### src/rtl/rr_quota_arbiter.sv
// ============================================================================
// Module   : rr_quota_arbiter
// Brief    : 4-master round-robin bus arbiter with per-tenure ack quota and
//            ack-less timeout abort.
// Revision : 1.0
// ============================================================================
`default_nettype none

module rr_quota_arbiter #(
  parameter int QUOTA   = 8,
  parameter int TIMEOUT = 64
) (
  input  logic       clk,
  input  logic       rst,
  input  logic       cyc0,
  input  logic       cyc1,
  input  logic       cyc2,
  input  logic       cyc3,
  input  logic       ack,
  output logic       gnt0,
  output logic       gnt1,
  output logic       gnt2,
  output logic       gnt3,
  output logic [1:0] gnt,
  output logic       comcyc,
  output logic       tmo,
  output logic [1:0] tmo_id
);

  typedef enum logic [0:0] {
    IDLE = 1'b0,
    BUSY = 1'b1
  } state_t;

  state_t      state_q;
  logic [3:0]  gnt_vec_q;
  logic [1:0]  gnt_q;
  logic [1:0]  last_q;
  logic [7:0]  ack_cnt_q;
  logic [7:0]  ack_cnt_d;
  logic [9:0]  wait_cnt_q;
  logic [9:0]  wait_cnt_d;
  logic        tmo_q;
  logic [1:0]  tmo_id_q;

  logic [3:0]  w_cyc;
  logic [1:0]  w_pick;
  logic        w_pick_valid;
  logic        w_others;
  logic        w_ack_hit;
  logic        w_quota_reach;
  logic        w_quota_end;
  logic        w_timeout;
  logic        w_release;

  assign w_cyc  = {cyc3, cyc2, cyc1, cyc0};
  assign comcyc = (state_q == BUSY) && w_cyc[gnt_q];

  // Walk k = 4 down to 1 so the candidate closest to last+1 is assigned last.
  always_comb begin
    w_pick       = 2'd0;
    w_pick_valid = 1'b0;
    for (int k = 4; k >= 1; k--) begin
      if (w_cyc[last_q + 2'(k)]) begin
        w_pick       = last_q + 2'(k);
        w_pick_valid = 1'b1;
      end
    end
  end

  assign w_others      = |(w_cyc & ~gnt_vec_q);
  assign w_ack_hit     = comcyc && ack;
  assign w_quota_reach = w_ack_hit && (({1'b0, ack_cnt_q} + 9'd1) == 9'(QUOTA));
  assign w_quota_end   = w_quota_reach && w_others;
  assign w_timeout     = comcyc && !ack && (wait_cnt_q == 10'(TIMEOUT - 1));
  assign w_release     = !w_cyc[gnt_q] || w_quota_end || w_timeout;

  always_comb begin
    ack_cnt_d  = ack_cnt_q;
    wait_cnt_d = wait_cnt_q;
    if (w_ack_hit) begin
      ack_cnt_d  = w_quota_reach ? 8'd0 : ack_cnt_q + 8'd1;
      wait_cnt_d = 10'd0;
    end else if (comcyc) begin
      wait_cnt_d = wait_cnt_q + 10'd1;
    end
  end

  always_ff @(posedge clk) begin
    if (rst) begin
      state_q    <= IDLE;
      gnt_vec_q  <= 4'd0;
      gnt_q      <= 2'd0;
      last_q     <= 2'd3;
      ack_cnt_q  <= 8'd0;
      wait_cnt_q <= 10'd0;
      tmo_q      <= 1'b0;
      tmo_id_q   <= 2'd0;
    end else begin
      tmo_q <= 1'b0;
      case (state_q)
        IDLE: begin
          ack_cnt_q  <= 8'd0;
          wait_cnt_q <= 10'd0;
          if (w_pick_valid) begin
            state_q   <= BUSY;
            gnt_q     <= w_pick;
            last_q    <= w_pick;
            gnt_vec_q <= 4'(1) << w_pick;
          end
        end
        BUSY: begin
          if (w_release) begin
            state_q    <= IDLE;
            gnt_vec_q  <= 4'd0;
            gnt_q      <= 2'd0;
            ack_cnt_q  <= 8'd0;
            wait_cnt_q <= 10'd0;
            if (w_timeout) begin
              tmo_q    <= 1'b1;
              tmo_id_q <= gnt_q;
            end
          end else begin
            ack_cnt_q  <= ack_cnt_d;
            wait_cnt_q <= wait_cnt_d;
          end
        end
        default: state_q <= IDLE;
      endcase
    end
  end

  assign {gnt3, gnt2, gnt1, gnt0} = gnt_vec_q;
  assign gnt    = gnt_q;
  assign tmo    = tmo_q;
  assign tmo_id = tmo_id_q;

endmodule

`default_nettype wire

### config.mk
export PLATFORM = sky130hd
export DESIGN_NAME = rr_quota_arbiter
export DESIGN_NICKNAME = d
export VERILOG_FILES = /design/src/rtl/rr_quota_arbiter.sv
export SDC_FILE = /design/constraint.sdc
export NUM_CORES = 1
export LEC_CHECK = 0
export BUFFER_PORTS_ARGS = -buffer_cell sky130_fd_sc_hd__buf_2
export CAP_MARGIN = 25
export CORE_MARGIN = 5
export CORE_UTILIZATION = 31
export CTS_BUF_LIST = sky130_fd_sc_hd__clkbuf_8
export CTS_CLUSTER_SIZE = 24
export DETAILED_ROUTE_END_ITERATION = 12
export SLEW_MARGIN = 10
export SYNTH_ARGS = -nofsm -noshare
export SYNTH_HDL_FRONTEND = slang
export SYNTH_SLANG_ARGS = --single-unit
### constraint.sdc
create_clock -name clk -period 5.15 [get_ports clk]
set_clock_uncertainty 0.05 [all_clocks]
set_input_delay 0.2575 -clock clk [delete_from_list [all_inputs] [get_ports clk]]
set_output_delay 0.2575 -clock clk [all_outputs]
set_load 0.02 [all_outputs]
Word-level counts from Yosys, hierarchy flattened. Cells that the tools add are included. W data, S select, Z words.

Output and inout bits: 10. Logic and storage cells: 81. Register bits: 30. Bits of input ports: 7.

Bitwise operators: 4. Magnitude comparators: 5. Add/subtract/negate cells: 6. Multiplexer cells: 36. Shift-type cells: 1. Reductions and logical operators: 15. Equality and inequality tests: 6.

Operators with widths (number): $mux W10 (3); $mux W8 (3); $pmux W10 S2 (1); $pmux W8 S2 (1); $lt A2 B3 Y1 const B (5); $mux W1 (12); $mux W2 (6); $add A10 B1 Y10 const B (1); $bmux W1 S2 (5); $eq A10 B6 Y1 const B (1); $add A8 B1 Y9 const B (1); $eq A9 B4 Y1 const B (1); $add A8 B1 Y8 const B (1); $mux W4 (2); $pmux W4 S2 (1); $logic_and A1 B1 Y1 (6); $add A2 B2 Y2 const B (2); $and A4 B4 Y4 (1); $ne A4 B2 Y1 const B (1); $not A4 Y4 (1); $pmux W2 S2 (1); $reduce_and A2 Y1 (2); $reduce_or A4 Y1 (1); $shl A1 B2 Y4 const A (1); 10 further kinds (13).

Longest topological paths before layout. Gate-level depths: netlist of run 1.

Word-level depth: 10. Gate-level depth with buffers: 7. Gate-level depth less buffers: 6.

Least setup slack after synthesis of run 1. No wires, ideal clock.

Kind: flip-flop to flip-flop. Start point: reg gnt_q[0], in the netlist gnt[0]. End point: reg wait_cnt_q[2]. Stages on the path, launching flop included: 8. Clock period less this slack: 1.873 ns. Setup slack: 3.277 ns. Buffers on the path: 2. Arrival: 1.759 ns. Data required time: 5.036 ns. Setup time: 0.064 ns. Cells stage by stage: dfxtp_1 -> buf_6 -> mux2i_1 -> o22ai_1 -> nor2b_2 -> nand2b_1 -> buf_2 -> nor2_1.

Cells in the longest elaborated chain, start to end: 10. Elaborated cells on any way between the ends: 15.

RTL lines: start, declared (RTL line 37) `logic [1:0] gnt_q;`; start signal, assigned (RTL line 107) `gnt_q <= w_pick;`; $bmux W1 S2 * (RTL line 57) `assign comcyc = (state_q == BUSY) && w_cyc[gnt_q];`; $mux W1 (not written as such) * (RTL line 57); $logic_and A1 B1 Y1 * (RTL line 57); via comcyc (RTL line 25) `output logic comcyc,`; $logic_and A1 B1 Y1 (RTL line 72) `assign w_ack_hit = comcyc && ack;`; $logic_and A1 B1 Y1 (RTL line 73) `assign w_quota_reach = w_ack_hit && (({1'b0, ack_cnt_q} + 9'd1) == 9'(QUOTA));`; $logic_and A1 B1 Y1 (RTL line 74) `assign w_quota_end = w_quota_reach && w_others;`; $logic_or A1 B1 Y1 (2 in a row) (RTL line 76) `assign w_release = !w_cyc[gnt_q] || w_quota_end || w_timeout;`; $mux W10 (RTL line 113) `if (w_release) begin`; $pmux W10 S2 (RTL line 101) `case (state_q)`; end signal, assigned (RTL line 125) `wait_cnt_q <= wait_cnt_d;`; end, declared (RTL line 41) `logic [9:0] wait_cnt_q;`.

Mark *: on every way through the listed nets, which the timed path passes. The rest lies on a longest branch. The select of a mux whose other input is x is not followed. A chain may end at the register's enable or synchronous reset.

Worst setup path after layout of run 1.
Start point: reg gnt_q[0], in the netlist gnt[0]. End point: reg ack_cnt_q[6].

Cells in the longest elaborated chain, start to end: 10. Elaborated cells on any way between the ends: 16.

RTL lines: $bmux W1 S2 * (RTL line 57, 76); $mux W1 (not written as such) * (RTL line 57, 76); $logic_and A1 B1 Y1 (RTL line 57); $logic_and A1 B1 Y1 (RTL line 72); $logic_and A1 B1 Y1 (RTL line 73); $logic_and A1 B1 Y1 (RTL line 74); $logic_or A1 B1 Y1 (2 in a row) (RTL line 76); $mux W8 (RTL line 113); $pmux W8 S2 (RTL line 101); end signal, assigned (RTL line 124) `ack_cnt_q <= ack_cnt_d;`; end, declared (RTL line 39) `logic [7:0] ack_cnt_q;`.

Mark *: on every way between the ends. The rest lies on a longest branch, timed or not. The select of a mux whose other input is x is not followed.

==> impl_metrics.ini, run 1 <==
[layout]
num_antenna_cells = 0
area_growth_pct = 13.1
mostFrequentLayoutCells = dfxtp_1 (30), nor2_1 (24), buf_2 (16), inv_1 (10), nand2_1 (9)
nets = 191
drive_gt1_frac = 0.171
final_common_cell = dfxtp_1
stdcell_area_um2 = 1670
final_cells = 235

[yosys]
ys.flop_type = dfxtp_1
yosysUniqueCellTypes = 44
synth_top_family_by_area = simple AND/OR/NAND/NOR gates
synthCells = 164
yosysSeqAreaShare = 0.406
synthAdderAreaFrac = 0.0169
synth_xor_area_frac = 0.0710
synth-simple-area-share = 0.256
synthArstFlopShare = 0
muxShareOfSynthArea = 0.0626
synth_fp_nets = 173
synth_edf_count = 0
synth-seq-cells = 30
ys_warn_count = 0
synthesis.area_um2 = 1480
synth-compound-area-share = 0.138
syn_area_per_cell_um2 = 9.03

[detailed_routing]
vias_per_cell = 4.86
postRouteAntennaNets = 0
via_count = 1142
dr.pass1.iters = 4
drt_iter0_drc = 26
drc_errors = 0
drt_wl_total_um = 2820
wire_per_inst_um = 12.0

[sta]
max_freq_mhz = 547
min_period_over_period = 0.355
rsz0062_at_grt = false
slew_headroom = 0.564
layout_setup_ws_ns = 3.32
setup_viol = 0
drv_slew = 0
hold_viol_final = 0
min_period_ns = 1.83
setup_tns_ns = 0
worst_slew_pin_slew_ns = 0.647

[floorplanning]
die_h_um = 79.1
die_area_um2 = 6260
fp-row-count = 25
die_x_um = 79.1
fp.coreArea_um2 = 4690
initial_core_util = 0.315
top_level_ports = 17

[hold_path]
min_from = rst
hold_depth = 2
worstHoldEndpoint = tmo_id[1]
worstHoldPathType = in2reg

[critical_path]
r2r_slack_ns = 3.32
cp_slowest_cell = mux4_2
path_cells = mux4_2 -> and3_1 -> nand4_1 -> xor2_1 -> nor2_1
path_delay_family = multiplexers
timing.rr.start = gnt[0]
max_stage_delay_ns = 0.56
critPathBufInv = 0
r2r_end = ack_cnt_q[6]
r2r_cells = 5
arrival_ns = 1.94
critPathRequiredTime_ns = 5.26
cp_max_fo = 6
end_kind = register
path_class = reg2reg
start_kind = register

[place]
dp_slack_ns = 3.30
routabilityCongestion = 0.772
dpl.hpwl_um = 2080
dpl_cell_area_um2 = 1590
io_buffers = 16
placed_cells = 229

[clock_tree]
cts_setup_buffers = 0
clk_latency_ns = 0.28
cts_sinks = 30
post_cts_resized = 0
htree_levels = 2
clockRootBuffer = clkbuf_8
cts_hold_buf = 0
cts_made_buffers = 5
cts_tree = built
cts.clk_slew.worst_paths_ns = 0.06
cts_max_path_buffers = 2

[status]
status = finished, final reports clean

[global_routing]
grt_pass1_vias = 1050
grt_use_total = 0.0989
grt_max_degree = 11
grt_pass1_wl_um = 4830
gr-total-overflow = 0
antenna_found_initial = 0

[power]
p_per_area_nw_per_um2 = 304
power.leakage_nw = 0.661
peakVddDrop_mv = 0.157

[job]
cap_violations = 0
-- stage by stage --
| step | hold slack (ns) | total power, mW | utilization |
|---|---|---|---|
| floorplan | 0.376 | 0.316 | - |
| global placement | 0.396 | 0.334 | 0.339 |
| detailed placement | 0.401 | 0.334 | 0.339 |
| CTS | 0.221 | 0.517 | 0.357 |
| global route | 0.233 | 0.539 | 0.357 |
| finish | 0.230 | 0.510 | 0.357 |
-- power breakdown --
part           switching, mW  total (mW)  leakage [nW]  internal [mW]
registers             0.0138       0.256         0.243          0.242
clock network         0.0788       0.181        0.0431          0.103
logic                 0.0419      0.0720         0.375         0.0301
total                  0.134       0.510         0.661          0.375
-- sequential cells by signal, indices dropped and copies added, names as in the netlist --
register	count
last_q	2
tmo	1
state_q	1
tmo_id	2
gnt_vec_q	4
ack_cnt_q	8
wait_cnt_q	10
gnt	2
-- kinds of logic after synthesis --
family                     Yosys count
buffers and inverters               15
xor gates and xnor gates            12
DFF                                 30
AOI/OAI and AO/OA                   28
muxes                                8
adders and majority gates            2
and+or+nand+nor                     69
-- metal layers --
| layer | global-route usage | share of wire | vias up |
|---|---|---|---|
| li1 | - | - | 603 |
| met1 | 0.121 | 0.48 | 526 |
| met2 | 0.152 | 0.47 | 11 |
| met3 | 0.0408 | 0.041 | 2 |
| met4 | 0.0412 | 0.0074 | 0 |
| met5 | 0 | 0 | - |
-- worst max path at each step --
stage	from	end	slack, ns	depth (start not counted)
after floorplan	gnt[0]	wait_cnt_q[2]	3.28	7
after global placement	gnt[0]	gnt_vec_q[3]	3.34	5
after detailed placement	wait_cnt_q[6]	wait_cnt_q[8]	3.30	5
after CTS	wait_cnt_q[6]	wait_cnt_q[8]	3.31	5
after global routing	gnt[0]	wait_cnt_q[3]	3.19	5
final	gnt[0]	ack_cnt_q[6]	3.32	5
-- area by class of cell --
cell class	count	area, um^2
multi-input cells	119	806
fillers	477	3020
well taps	54	67.6
clock buffers	6	82.6
inverters	10	37.5
flip-flops and latches	30	601
repair buffers	16	80.1
-- synth_stat cells (2+ instances only) --
cell type  count  area, um^2
buf_6          2        22.5
ha_1           2        25.0
buf_2          2        10.0
o21ai_0        3        15.0
nand4_1        3        18.8
mux2i_1        7        70.1
nor2_1        24        90.1
a31oi_1        2        12.5
o22ai_1        4        25.0
or2_2          2        12.5
inv_1         10        37.5
nand2b_1       6        37.5
nand2_1        9        33.8
nand3_1        4        20.0
nand3b_1       2        15.0
a21oi_1        5        25.0
and3_1         5        31.3
xor2_1         7        61.3
o21ai_1        4        20.0
dfxtp_1       30         601
xnor2_1        5        43.8
nor2b_1        4        25.0
(Power assumes the default switching activity.)
==> run 2: changes to the inputs <==
==> constraint.sdc (replaced) <==
create_clock -name clk -period 1.9 [get_ports clk]
set_clock_uncertainty 0.05 [all_clocks]
set_input_delay 0.095 -clock clk [delete_from_list [all_inputs] [get_ports clk]]
set_output_delay 0.095 -clock clk [all_outputs]
set_load 0.02 [all_outputs]
==> run 2 against run 1 <==
Effect of this change: final area grew 3.0%; via count grew 3.8%; highest routed layer unchanged; non-clock buffer count grew 4; critical path depth grew 1.
==> impl_metrics.ini, run 2 (synthesis results as in run 1) <==
[job]
cap_violations = 0

[power]
clkPwrFrac = 0.362
switching_share = 0.270
power.total_mw = 1.42
p_int_mw = 1.03
peakVddDrop_mv = 0.527
p_sw_mw = 0.383
p_per_area_nw_per_um2 = 822
power.leakage_nw = 0.704
seq_power_share = 0.487
comb_power_share = 0.151

[place]
routabilityCongestion = 0.763
placed_cells = 233
dp_slack_ns = 0.109
io_buffers = 16
dpl.hpwl_um = 2180

[layout]
seq_area_um2 = 601
utilization = 0.367
num_antenna_cells = 0
nets = 195
area_growth_pct = 16.5
drive_gt1_frac = 0.193
mostFrequentLayoutCells = dfxtp_1 (30), nor2_1 (24), buf_2 (16), inv_1 (11), nand2_1 (9)
reg.largest.list = wait_cnt_q (10), ack_cnt_q (8), gnt_vec_q (4)
final_cells = 241
largest-register = wait_cnt_q
fillers = 498
largest_register_ffs = 10
final_common_cell = dfxtp_1
multi_input_area_um2 = 817

[global_routing]
grt_pass1_vias = 1155
grt_pass1_wl_um = 5220
antenna_found_initial = 0
grt_use_total = 0.106
grt_max_degree = 11
gr-total-overflow = 0

[sta]
max_freq_mhz = 559
layout_setup_ws_ns = 0.110
worst_slew_pin_slew_ns = 0.645
hold_viol_final = 0
setup_viol = 0
min_period_over_period = 0.942
whs_ns = 0.0599
slew_headroom = 0.566
drv_slew = 0
min_period_ns = 1.79

[clock_tree]
cts_made_buffers = 5
clk_latency_ns = 0.28
cts_tree = built
cts_sinks = 30
clockRootBuffer = clkbuf_8
cts.clk_slew.worst_paths_ns = 0.06
htree_levels = 2
cts_setup_buffers = 0
cts_hold_buf = 0
cts_max_path_buffers = 2

[critical_path]
start_kind = register
path_class = reg2reg
r2r_slack_ns = 0.11
arrival_ns = 1.89
end_kind = register
critPathLaunch = wait_cnt_q[0]
cp_max_fo = 6
critPathRequiredTime_ns = 2.00
timing.rr.start = wait_cnt_q[0]

[detailed_routing]
wire_per_inst_um = 12.2
drc_errors = 0
vias_per_cell = 4.92
via_count = 1185
postRouteAntennaNets = 0
dr.pass1.iters = 3
drt_iter0_drc = 51
drt_wl_total_um = 2950

[floorplanning]
fp.coreArea_um2 = 4690
die_area_um2 = 6260
fp-row-count = 25
initial_core_util = 0.315
top_level_ports = 17
die_h_um = 79.1
die_x_um = 79.1

[hold_path]
worstHoldPathType = in2reg
min_from = rst

[status]
status = finished, final reports clean
-- run 2: cell type report --
| type | instances | share of cell area |
|---|---|---|
| clock buffer | 6 | 0.0479 |
| clock inverter | 2 | 0.00508 |
| multi-input combinational | 119 | 0.474 |
| timing repair buffer | 20 | 0.0639 |
| tap | 54 | 0.0392 |
| inverter | 10 | 0.0218 |
| sequential | 30 | 0.348 |
-- run 2: layer usage --
metal	part of all wire	track usage
met5	0	0
met4	0.020	0.0515
met3	0.029	0.0351
met2	0.46	0.168
met1	0.49	0.129
-- run 2: final timing paths --
check | to | cells after the start
max | gnt_vec_q[0] | 6
min | tmo_id[0] | 2
max reg2reg | gnt_vec_q[0] | 6
min reg2reg | wait_cnt_q[0] | 1
-- run 2: repair_timing --
action | 4_1_cts | 5_1_grt
endpoints found under the hold margin | 0 | 0
gates resized for setup | 0 | 1
endpoints found under the setup margin | 0 | 1
-- run 2: critical path, cell delays in order, from the launching register on --
cell and delay, ns:
dfxtp_1 0.36, ha_1 0.19, nand3_1 0.18, o41ai_4 0.40
nor2b_2 0.11, a22oi_4 0.24, o32ai_1 0.13
-- run 2: stage by stage --
stage / cell area, um^2 / TNS, ns
2_1_floorplan: 1480 / 0
4_1_cts: 1710 / 0
3_3_place_gp: 1620 / 0
5_1_grt: 1720 / -0.0222
3_5_place_dp: 1620 / 0
6_report: 1720 / 0
-- run 2: power by group through the flow --
| stage | clock network (mW) | registers (mW) | logic (mW) |
|---|---|---|---|
| global placement | 0 | 0.704 | 0.213 |
| floorplan | 0 | 0.708 | 0.148 |
| detailed placement | 0 | 0.705 | 0.215 |
| CTS | 0.530 | 0.691 | 0.216 |
| finish | 0.512 | 0.690 | 0.214 |
| global route | 0.562 | 0.696 | 0.239 |
